[src/rtl/vending_session_ctrl.sv]
// Session controller for the vending datapath: collects coins into a credit,
// takes one selection, issues a single request, then pays change or a refund.
module vending_session_ctrl #(
    parameter int TIMEOUT_CYCLES = 16
) (
    input  logic       clock,
    input  logic       reset,
    input  logic       coin_valid,
    input  logic [7:0] coin_value,
    output logic       coin_ready,
    output logic       coin_reject,
    input  logic       sel_valid,
    input  logic [2:0] sel_product,
    output logic       sel_ready,
    input  logic       cancel,
    output logic [7:0] vm_cash,
    output logic [2:0] vm_product,
    input  logic [7:0] vm_change,
    input  logic       vm_success,
    output logic       ret_valid,
    output logic [7:0] ret_amount,
    input  logic       ret_ready,
    output logic       vend_done,
    output logic       vend_fail,
    output logic [7:0] credit,
    output logic       busy
);

    typedef enum logic [2:0] {
        S_IDLE, S_COLLECT, S_ISSUE, S_WAIT, S_RETURN
    } state_t;

    localparam logic [7:0] LAST_WAIT = 8'(TIMEOUT_CYCLES - 1);

    state_t     state_q, state_d;
    logic [7:0] credit_q, credit_d;
    logic [7:0] ret_q, ret_d;
    logic [7:0] cnt_q, cnt_d;
    logic [7:0] vm_cash_q, vm_cash_d;
    logic [2:0] vm_product_q, vm_product_d;
    logic       reject_q, reject_d;
    logic       done_q, done_d;
    logic       fail_q, fail_d;
    logic [8:0] sum;
    logic [7:0] change_clamped;

    // Handshake readies are gated by reset so every output reads 0 while it is held.
    assign coin_ready = reset && (state_q == S_IDLE || state_q == S_COLLECT) && !cancel;
    assign sel_ready  = reset && (state_q == S_COLLECT) && !coin_valid && !cancel;

    assign sum            = {1'b0, credit_q} + {1'b0, coin_value};
    assign change_clamped = (vm_change < credit_q) ? vm_change : credit_q;

    always_comb begin
        // NOTE: every next-state signal gets a default first so no latch is inferred.
        state_d      = state_q;
        credit_d     = credit_q;
        ret_d        = ret_q;
        cnt_d        = cnt_q;
        vm_cash_d    = '0;
        vm_product_d = '0;
        reject_d     = 1'b0;
        done_d       = 1'b0;
        fail_d       = 1'b0;

        case (state_q)
            S_IDLE, S_COLLECT: begin
                if (state_q == S_COLLECT && cancel) begin
                    ret_d   = credit_q;
                    state_d = S_RETURN;
                end else if (coin_valid && coin_ready) begin
                    if (sum[8]) begin
                        reject_d = 1'b1;
                    end else begin
                        credit_d = sum[7:0];
                        if (sum[7:0] != 8'd0) state_d = S_COLLECT;
                    end
                end else if (sel_valid && sel_ready && sel_product != 3'd0) begin
                    vm_product_d = sel_product;
                    vm_cash_d    = credit_q;
                    state_d      = S_ISSUE;
                end
            end
            S_ISSUE: begin
                cnt_d     = '0;
                vm_cash_d = credit_q;
                state_d   = S_WAIT;
            end
            S_WAIT: begin
                // Success is checked first so it wins over the last timeout cycle.
                if (vm_success) begin
                    done_d = 1'b1;
                    ret_d  = change_clamped;
                    if (change_clamped != 8'd0) begin
                        state_d = S_RETURN;
                    end else begin
                        credit_d = '0;
                        state_d  = S_IDLE;
                    end
                end else if (cnt_q == LAST_WAIT) begin
                    fail_d  = 1'b1;
                    ret_d   = credit_q;
                    state_d = S_RETURN;
                end else begin
                    cnt_d     = cnt_q + 8'd1;
                    vm_cash_d = credit_q;
                end
            end
            S_RETURN: begin
                if (ret_ready) begin
                    credit_d = '0;
                    ret_d    = '0;
                    state_d  = S_IDLE;
                end
            end
            default: state_d = S_IDLE;
        endcase
    end

    // NOTE: sequential state uses non-blocking assignments; reset clears it asynchronously.
    always_ff @(posedge clock or negedge reset) begin
        if (!reset) begin
            state_q      <= S_IDLE;
            credit_q     <= '0;
            ret_q        <= '0;
            cnt_q        <= '0;
            vm_cash_q    <= '0;
            vm_product_q <= '0;
            reject_q     <= 1'b0;
            done_q       <= 1'b0;
            fail_q       <= 1'b0;
        end else begin
            state_q      <= state_d;
            credit_q     <= credit_d;
            ret_q        <= ret_d;
            cnt_q        <= cnt_d;
            vm_cash_q    <= vm_cash_d;
            vm_product_q <= vm_product_d;
            reject_q     <= reject_d;
            done_q       <= done_d;
            fail_q       <= fail_d;
        end
    end

    assign coin_reject = reject_q;
    assign vm_cash     = vm_cash_q;
    assign vm_product  = vm_product_q;
    assign ret_valid   = (state_q == S_RETURN);
    assign ret_amount  = ret_q;
    assign vend_done   = done_q;
    assign vend_fail   = fail_q;
    assign credit      = credit_q;
    assign busy        = (state_q == S_ISSUE) || (state_q == S_WAIT) || (state_q == S_RETURN);

endmodule

[config.mk]
export PLATFORM = sky130hd
export DESIGN_NAME = vending_session_ctrl
export DESIGN_NICKNAME = d
export VERILOG_FILES = /design/src/rtl/vending_session_ctrl.sv
export SDC_FILE = /design/constraint.sdc
export NUM_CORES = 1
export LEC_CHECK = 0
export ABC_AREA = 1
export ABC_CLOCK_PERIOD_IN_PS = 3100
export BUFFER_PORTS_ARGS = -buffer_cell sky130_fd_sc_hd__buf_2
export CORE_UTILIZATION = 58
export DETAILED_ROUTE_END_ITERATION = 12
export PLACE_DENSITY = 0.85
export SLEW_MARGIN = 40
export SYNTH_ARGS = -nofsm -noshare
export SYNTH_HDL_FRONTEND = slang
export SYNTH_SLANG_ARGS = --single-unit
[constraint.sdc]
create_clock -name clock -period 3.1 [get_ports clock]
set_input_delay 0.62 -clock clock [delete_from_list [all_inputs] [get_ports clock]]
set_output_delay 0.62 -clock clock [all_outputs]
set_load 0.1 [all_outputs]
# Word-level counts from Yosys, hierarchy flattened

Index checks and enable logic that the tools add are counted.

Memories: 0
Output and inout bits: 34
Bits in read-only memories: 0
Flip-flop bits (word level): 41
Bits of input ports: 26
Bits in writable memories: 0
Word-level logic and storage cells: 99
Bits in latches: 0

Bitwise logic cells: 0
Add/subtract/negate cells: 2
Magnitude comparators: 1
Muxes and demuxes: 44
Shifts and indexed selects: 0
Equality and inequality tests: 18
Div/mod/pow operators: 0
Reduce and logical (&&, ||, !) cells: 25
Multiply operators: 0

Operators by type and width:

| operator                                      | count |
|---|---|
| 2-to-1 mux 8 bit                              | 17 |
| one-hot mux 8 bit (3 select lines)            | 3 |
| 2-to-1 mux 3 bit                              | 13 |
| inequality test 2 bit, second input constant  | 8 |
| one-hot mux 8 bit (2 select lines)            | 1 |
| nonzero test 8 bit                            | 2 |
| inequality test 4 bit, second input constant  | 3 |
| one-hot mux 3 bit (4 select lines)            | 1 |
| adder 8 x 8 -> 9 bit                          | 1 |
| logical AND 1 bit                             | 9 |
| 2-to-1 mux 1 bit                              | 9 |
| adder 8 x 1 -> 8 bit, second input constant   | 1 |
| == test 8 x 4 -> 1 bit, second input constant | 1 |
| less-than comparator 8 bit                    | 1 |
| AND reduction 7 bit                           | 1 |
| == test 3 x 2 -> 1 bit, second input constant | 2 |
| nonzero test 3 bit                            | 2 |
| AND reduction 5 bit                           | 1 |
| AND reduction 4 bit                           | 1 |
| == test 3 x 1 -> 1 bit, second input constant | 1 |
| == test 3 bit, second input constant          | 1 |
| zero test 3 bit                               | 1 |
| logical OR 1 bit                              | 3 |
| inequality test 3 bit, second input constant  | 1 |
| 5 further kinds                               | 6 |

# Longest topological paths before layout

Gate-level depths: netlist of the first run.

Depth after elaboration: 10
Gate-level depth with buffers: 17
Gate-level depth less buffers: 17

# Worst setup path after synthesis of the first run

Ideal clock, no wire load.

Path type: input to register
Start: in cancel
End: reg state_q[2]
Required time: 3.034 ns
Stages on the path: 9
Path slack: 0.139 ns
Setup time: 0.066 ns
Buffers on the path: 0
Data arrival time: 2.894 ns
Path through: inv_1 -> nand2_1 -> nor3_2 -> o311ai_0 -> a21oi_1 -> nand3_1 -> inv_1 -> nand2_1 -> nand2_1

Word-level cells in the longest chain between the ends: 6
Elaborated cells on any way between the ends: 14
Those cells by class: eq/ne (3); mux (3); reduce/logical (8)

RTL lines:

| element                                | RTL line | source |
|---|---|---|
| start: declaration                     | 15       | `input logic cancel,` |
| zero test 1 bit                        | 49       | `assign sel_ready = reset && (state_q == S_COLLECT) && !coin_valid && !cancel;` |
| logical AND 1 bit                      | 49       |  |
| net sel_ready                          | 14       | `output logic sel_ready,` |
| logical AND 1 bit (2 in a row)         | 78       | `end else if (sel_valid && sel_ready && sel_product != 3'd0) begin` |
| inequality test 4 bit (no source line) | --       |  |
| AND reduction 5 bit (no source line)   | --       |  |
| end signal: assignment                 | 133      | `state_q <= state_d;` |
| end: declaration                       | 35       | `state_t state_q, state_d;` |

The timed path passes the listed nets, and every way through them passes these cells.
A chain may end at the register's enable or synchronous reset.

# Final worst setup path of the first run

Start: reg credit_q[7], in the netlist credit[7]
End: reg credit_q[5], in the netlist credit[5]

Word-level cells in the longest chain between the ends: 5
Elaborated cells on any way between the ends: 7
Those cells by class: add/sub (1); order compare (1); eq/ne (2); mux (1); reduce/logical (2)

RTL lines:

| element                                  | RTL line | source |
|---|---|---|
| start: declaration                       | 36       | `logic [7:0] credit_q, credit_d;` |
| start signal: assignment                 | 134      | `credit_q <= credit_d;` |
| less-than comparator 8 bit               | 52       | `assign change_clamped = (vm_change < credit_q) ? vm_change : credit_q;` |
| 2-to-1 mux 8 bit                         | 52       |  |
| nonzero test 8 bit                       | 94       | `if (change_clamped != 8'd0) begin` |
| inequality test 2 bit (no source line)   | --       |  |
| AND reduction 7 bit (no source line) (*) | --       |  |

Every way passes the cells marked *; elsewhere a longest branch is shown, timed or not.

==> impl_metrics.py, run 1 <==
metrics = {
    "grt": {
        "antenna_found_initial": 0,
        "grt_max_degree": 42,
        "grtUsageTotal_pct": 26.6,
        "grt_pass1_vias": 2318,
        "overflow": 0,
        "grt_pass1_wl_mm": 10.1,
    },
    "setup_path": {
        "crit_fanout": 10,
        "worstSetupStartpointType": "register",
        "setup.worst_path.end_class": "register",
        "critPathMaxStageDelay_ns": 0.44,
        "cp_slowest_cell": "dfrtp_1",
        "rrSetupSlack_ns": 0.76,
        "regToRegEndpoint": "credit[5]",
        "path_cells": "inv_1, ha_1, a21oi_1, o21a_1, nand3_1, nand2_1, nand2_1, nor2_1, nand2_1, nand2_4, nand2_4, nand2_1, nand2_1",
        "arrival_ns": 2.53,
        "r2r_start": "credit[7]",
        "r2r_cells": 13,
        "crit_type": "reg2reg",
        "required_ns": 3.29,
        "crit_top_cell": "nand2_1",
    },
    "cts": {
        "numCtsBuffers": 5,
        "cts_hold_buf": 0,
        "cts.sinks": 41,
        "cts_buffer_depth": 2,
        "clk_pin_slew_ns": 0.08,
        "post_cts_buffers": 0,
        "cts_root_buf": "clkbuf_8",
        "cts_resized": 0,
        "cts_max_level": 2,
        "insertion_delay_ns": 0.30,
        "cts_tree": "yes",
    },
    "floorplan": {
        "row_count": 24,
        "start_util_pct": 60.3,
        "ios": 60,
        "chipHeight_um": 69.1,
        "die-width_um": 69.1,
        "die_area_um2": 4770,
        "core_area_um2": 4320,
    },
    "synthesis": {
        "synth-edff-count": 0,
        "ys_seq_area_share_pct": 39.3,
        "yosysTopAreaCellShare_pct": 39.3,
        "ys_ff_latch": 41,
        "syn-num-nets": 382,
        "synth_flop_cell": "dfrtp_1",
        "yosys.area.top_type": "dfrtp_1",
        "synth_cell_type_count": 32,
        "synthTopCellsByArea": "dfrtp_1 (39%), nand2_1 (12%), ha_1 (7.7%)",
        "ys_async_sr_fraction_pct": 100,
        "syn_avg_cell_area_um2": 7.70,
        "yosys_warnings": 0,
        "synth.cell_area_um2": 2610,
        "syn-instance-count": 339,
    },
    "timing": {
        "finalCritPeriodShare_pct": 75.5,
        "hold_slack_ns": 0.444,
        "slew_violations": 0,
        "fmax_mhz": 427,
        "min_period_ns": 2.34,
        "rsz0062_at_grt": "no",
        "max_slew_margin_pct": 53.6,
        "setup_viol": 0,
        "tightestPinTransition_ns": 0.693,
        "tns_ns": 0,
        "final_hold_viol_count": 0,
        "fin_ws_ns": 0.758,
        "finalClockSkew_ns": 0.00583,
    },
    "job": {
        "max_cap_viol_count": 0,
    },
    "layout": {
        "drive_gt1_share_pct": 23.0,
        "layout_commonest_cell": "nand2_1",
        "fin_nets": 447,
        "area_delta_synth_final_pct": 17.9,
        "multiInputGateArea_um2": 1360,
        "layout_common_cells": "nand2_1 (81), buf_2 (58), inv_1 (49)",
        "final_core_utilization_pct": 71.2,
        "diodes": 0,
        "regArea_um2": 1030,
        "fill_cells": 336,
    },
    "outcome": {
        "status": "complete, no violations",
    },
    "placed_design": {
        "port_buffers": 59,
        "place.gp.congestion": 0.868,
        "place_ws_ns": 0.603,
        "dp_hpwl_mm": 4.52,
    },
    "route": {
        "drtIter0Drc": 173,
        "drt_pre_antenna_iters": 4,
        "wirelength_mm": 5.79,
        "vias_per_cell": 5.37,
        "detail-route-antenna-nets": 0,
        "drc": 0,
        "vias": 2449,
        "wire_per_inst_um": 12.7,
    },
    "min_path": {
        "min_path_type": "in2async",
    },
}
layer usage:
metal	vias to the layer above	wire length (um)	GRT usage, %
li1	1226	-	-
met1	1120	2560	33.1
met2	89	2730	44.0
met3	14	367	6.58
met4	0	140	10.9
met5	-	0	0
worst max path at each step:
stage / endpoint / slack, ns / from
global route: credit[5] / 0.59 / credit[5]
CTS: credit[5] / 0.79 / credit[7]
finish: credit[5] / 0.76 / credit[7]
detailed placement: credit[5] / 0.60 / vm_change[7]
global placement: credit[0] / 0.68 / coin_value[0]
floorplan: state_q[2] / 0.14 / cancel
sequential cells by signal, indices dropped and copies added (netlist names):
register	count
cnt_q	8
vend_fail	1
vend_done	1
vm_product	3
vm_cash	8
credit	8
state_q	3
ret_amount	8
coin_reject	1
worst max-delay path, delay by kind of cell (launching register included):
kind            cells  cell delay [ns]
flops               1             0.44
simple gates        9             0.86
compound gates      2             0.49
fa+ha+maj           1             0.30
buf+inv             1             0.12
cell type report:
class / instances / share of cell area [%]
repair buffers: 60 / 10.3
flip-flops and latches: 41 / 33.3
clock inverters: 2 / 1.14
inverters: 54 / 6.59
well taps: 52 / 2.11
multi-input cells: 242 / 44.2
clock buffers: 5 / 2.24
stage by stage:
stage          instances  area [um^2]
2_1_floorplan        339         2610
3_3_place_gp         449         2970
3_5_place_dp         449         2970
4_1_cts              456         3080
5_1_grt              456         3080
6_report             456         3080
cells in the mapped netlist (3+ instances only):
| cell | count |
|---|---|
| nand2_1 | 81 |
| inv_1 | 49 |
| dfrtp_1 | 41 |
| nor2_1 | 35 |
| nand3_1 | 31 |
| a21oi_1 | 24 |
| ha_1 | 16 |
| a22oi_1 | 6 |
| nand2_4 | 6 |
| nand3b_1 | 6 |
| inv_2 | 5 |
| nor2_2 | 5 |
| nand2_2 | 3 |
| nor3_1 | 3 |
| o21ai_0 | 3 |
| xnor2_1 | 3 |
logic make-up (layout without fill, tap and decap cells):
logic type / Yosys count / after routing / share of synthesized area [%]
xor gates and xnor gates: 5 / 5 / 1.68
adders and majority gates: 17 / 17 / 8.44
buffers and inverters: 56 / 121 / 8.49
DFF: 41 / 41 / 39.3
AOI/OAI and AO/OA: 42 / 42 / 10.0
and+or+nand+nor: 178 / 178 / 32.0
Power of run 1 is not shown: default switching activity piles up to over one toggle a cycle in this logic, so the estimate is an artifact.
==> run 2: changes to the inputs <==
--- a/config.mk
+++ b/config.mk
@@ -5,12 +5,12 @@
 export SDC_FILE = /design/constraint.sdc
 export NUM_CORES = 1
 export LEC_CHECK = 0
-export ABC_AREA = 1
-export ABC_CLOCK_PERIOD_IN_PS = 3100
+export ABC_AREA = 0
+export ABC_CLOCK_PERIOD_IN_PS = 1900
 export BUFFER_PORTS_ARGS = -buffer_cell sky130_fd_sc_hd__buf_2
-export CORE_UTILIZATION = 58
+export CORE_UTILIZATION = 48
 export DETAILED_ROUTE_END_ITERATION = 12
-export PLACE_DENSITY = 0.85
+export PLACE_DENSITY = 0.76
 export SLEW_MARGIN = 40
 export SYNTH_ARGS = -nofsm -noshare
 export SYNTH_HDL_FRONTEND = slang
==> constraint.sdc (replaced) <==
create_clock -name clock -period 1.9 [get_ports clock]
set_input_delay 0.38 -clock clock [delete_from_list [all_inputs] [get_ports clock]]
set_output_delay 0.38 -clock clock [all_outputs]
set_load 0.1 [all_outputs]
==> impl_metrics.py, run 2 <==
metrics = {
    "cts": {
        "cts.sinks": 41,
        "insertion_delay_ns": 0.30,
        "cts_tree": "yes",
        "cts_hold_buf": 0,
        "cts_max_level": 2,
        "clk_pin_slew_ns": 0.09,
        "numCtsBuffers": 5,
        "cts_root_buf": "clkbuf_8",
        "cts_buffer_depth": 2,
    },
    "route": {
        "drc": 2,
        "vias": 2563,
        "vias_per_cell": 5.54,
        "wire_per_inst_um": 17.0,
        "detail-route-antenna-nets": 0,
        "wirelength_mm": 7.88,
        "drt_pre_antenna_iters": 8,
        "drtIter0Drc": 219,
    },
    "timing": {
        "setup_viol": 23,
        "tightestPinTransition_ns": 0.617,
        "fin_ws_ns": -0.778,
        "rsz0062_at_grt": "yes",
        "finalClockSkew_ns": 0.00986,
        "slew_violations": 0,
        "min_period_ns": 2.68,
        "max_slew_margin_pct": 57.8,
        "fmax_mhz": 373,
        "finalCritPeriodShare_pct": 141,
        "final_hold_viol_count": 0,
    },
    "grt": {
        "grt_pass1_wl_mm": 11.6,
        "grt_pass1_vias": 2490,
        "grtUsageTotal_pct": 29.5,
        "overflow": 0,
        "antenna_found_initial": 0,
        "grt_max_degree": 22,
    },
    "synthesis": {
        "synth_compound_area_share_pct": 17.4,
        "syn-num-nets": 286,
        "ys_ff_latch": 41,
        "synth_mux_area_share_pct": 0.480,
        "ys_async_sr_fraction_pct": 100,
        "synth_top_family_by_area": "simple AND/OR/NAND/NOR gates",
        "syn_avg_cell_area_um2": 9.65,
        "syn-instance-count": 243,
        "synth_flop_cell": "dfrtp_1",
        "ys_seq_area_share_pct": 43.8,
        "synth.cell_area_um2": 2340,
        "synth-edff-count": 0,
        "post_synth_and_or_nand_nor_area_fraction_pct": 21.2,
        "yosys.area.top_type": "dfrtp_1",
        "yosys.area_share.adder_pct": 9.39,
        "yosys_warnings": 0,
        "synthTopCellsByArea": "dfrtp_1 (44%), ha_1 (8.5%), nand2_1 (4.8%)",
        "yosysTopAreaCellShare_pct": 43.8,
        "netlist_top_cells_count": "dfrtp_1 (41), nand2_1 (30), nor2_1 (22), a21oi_1 (16), ha_1 (16)",
        "synth.most_common_cell": "dfrtp_1",
        "synth_xor_area_share_pct": 4.48,
        "synth_cell_type_count": 48,
    },
    "layout": {
        "layout_commonest_cell": "buf_4",
        "fill_cells": 259,
        "area_delta_synth_final_pct": 64.6,
        "fin_nets": 438,
        "drive_gt1_share_pct": 53.0,
        "diodes": 0,
        "layout_common_cells": "buf_4 (80), buf_2 (55), dfrtp_1 (31)",
        "final_core_utilization_pct": 81.7,
    },
    "setup_path": {
        "required_ns": 2.08,
        "setup.worst_path.end_class": "register",
        "r2r_cells": 8,
        "rrSetupSlack_ns": -0.78,
        "regToRegEndpoint": "credit[0]",
        "worstSetupStartpointType": "register",
        "crit_type": "reg2reg",
        "crit_fanout": 8,
        "arrival_ns": 2.86,
        "r2r_start": "credit[0]",
    },
    "floorplan": {
        "die-width_um": 71.9,
        "row_count": 25,
        "ios": 60,
        "core_area_um2": 4720,
        "die_area_um2": 5170,
        "chipHeight_um": 71.9,
        "start_util_pct": 49.6,
    },
    "placed_design": {
        "place.gp.congestion": 0.947,
        "port_buffers": 59,
        "place_ws_ns": -0.856,
        "dp_hpwl_mm": 5.14,
    },
    "pwr": {
        "pwr_density_cell_nw_per_um2": 1820,
        "peakVddDrop_mv": 1.88,
        "p_leak_nw": 1.88,
    },
    "min_path": {
        "min_path_type": "in2async",
    },
    "job": {
        "max_cap_viol_count": 0,
    },
    "outcome": {
        "violations": "design-rule violations, negative setup slack",
        "status": "complete, but fails checks",
    },
}
run 2: changes by cell type in the layout (fill, tap and decap cells not counted), moves of 11 or more:
cell	change
buf_4	+79
nand2_1	-55
inv_1	-43
nand3_1	-24
nor2_1	-15
buf_6	+11
run 2: what timing repair did:
item	CTS	global route
setup buffers	7	7
pin swaps	17	13
gates resized for setup	25	17
endpoints found under the setup margin	24	29
cloned	1	0
run 2: critical path, cell delays in order (launching register included):
cell and delay (ns):
dfrtp_4 0.50, ha_4 0.17, fa_2 0.33, a21o_1 0.24
a221oi_4 0.35, o2111ai_2 0.15, and3_1 0.18, a311o_2 0.42
a22o_1 0.22
run 2: routing by layer:
metal | global-route usage [%] | vias to the layer above | share of wire, %
met5 | 0 | - | 0
li1 | - | 1188 | -
met2 | 53.5 | 112 | 51
met3 | 5.83 | 39 | 5.2
met1 | 34.0 | 1224 | 39
met4 | 12.4 | 0 | 4.8
run 2: area by class of cell:
cell class | instances | area, um^2 | area share (%)
Multi-Input combinational cell | 185 | 1470 | 38.0
Sequential cell | 41 | 1060 | 27.4
Clock buffer | 6 | 82.6 | 2.14
Clock inverter | 2 | 37.5 | 0.972
Tap cell | 67 | 83.8 | 2.17
Timing Repair Buffer | 150 | 1080 | 28.0
Inverter | 12 | 52.6 | 1.36
run 2: power breakdown:
group / switching [W] / leakage [nW] / internal, W
Sequential: 0.000180 / 0.527 / 0.00116
Combinational: 0.00316 / 1.30 / 0.00179
Clock: 0.000317 / 0.0574 / 0.000427
Total: 0.00366 / 1.88 / 0.00338
run 2: worst max path at each step:
stage                       start         end
global route            credit[0]   credit[0]
floorplan              state_q[2]  state_q[0]
finish                  credit[0]   credit[0]
CTS                     credit[0]   credit[0]
detailed placement  coin_value[0]   credit[0]
global placement    coin_value[0]   credit[0]
run 2: cell families (layout without fill, tap and decap cells):
logic type / Yosys count / count (layout)
fa+ha+maj: 17 / 17
flops: 41 / 41
compound gates: 57 / 57
simple gates: 98 / 98
mux: 1 / 1
buf+inv: 17 / 170
xor+xnor: 12 / 12
run 2: per-stage QoR:
step                total power [W]  instance area, um^2  TNS (ns)  instances  hold WS, ns
finish                      0.00703                 3860    -11.25        463        0.106
global route                0.00734                 3860    -12.82        463        0.137
CTS                         0.00667                 3740     -9.94        457        0.102
detailed placement          0.00570                 3460    -10.98        441        0.413
global placement            0.00559                 3460    -10.15        441        0.413
floorplan                   0.00428                 2470    -18.97        243       0.0844
Note: power is estimated with default switching activity, not from simulation.
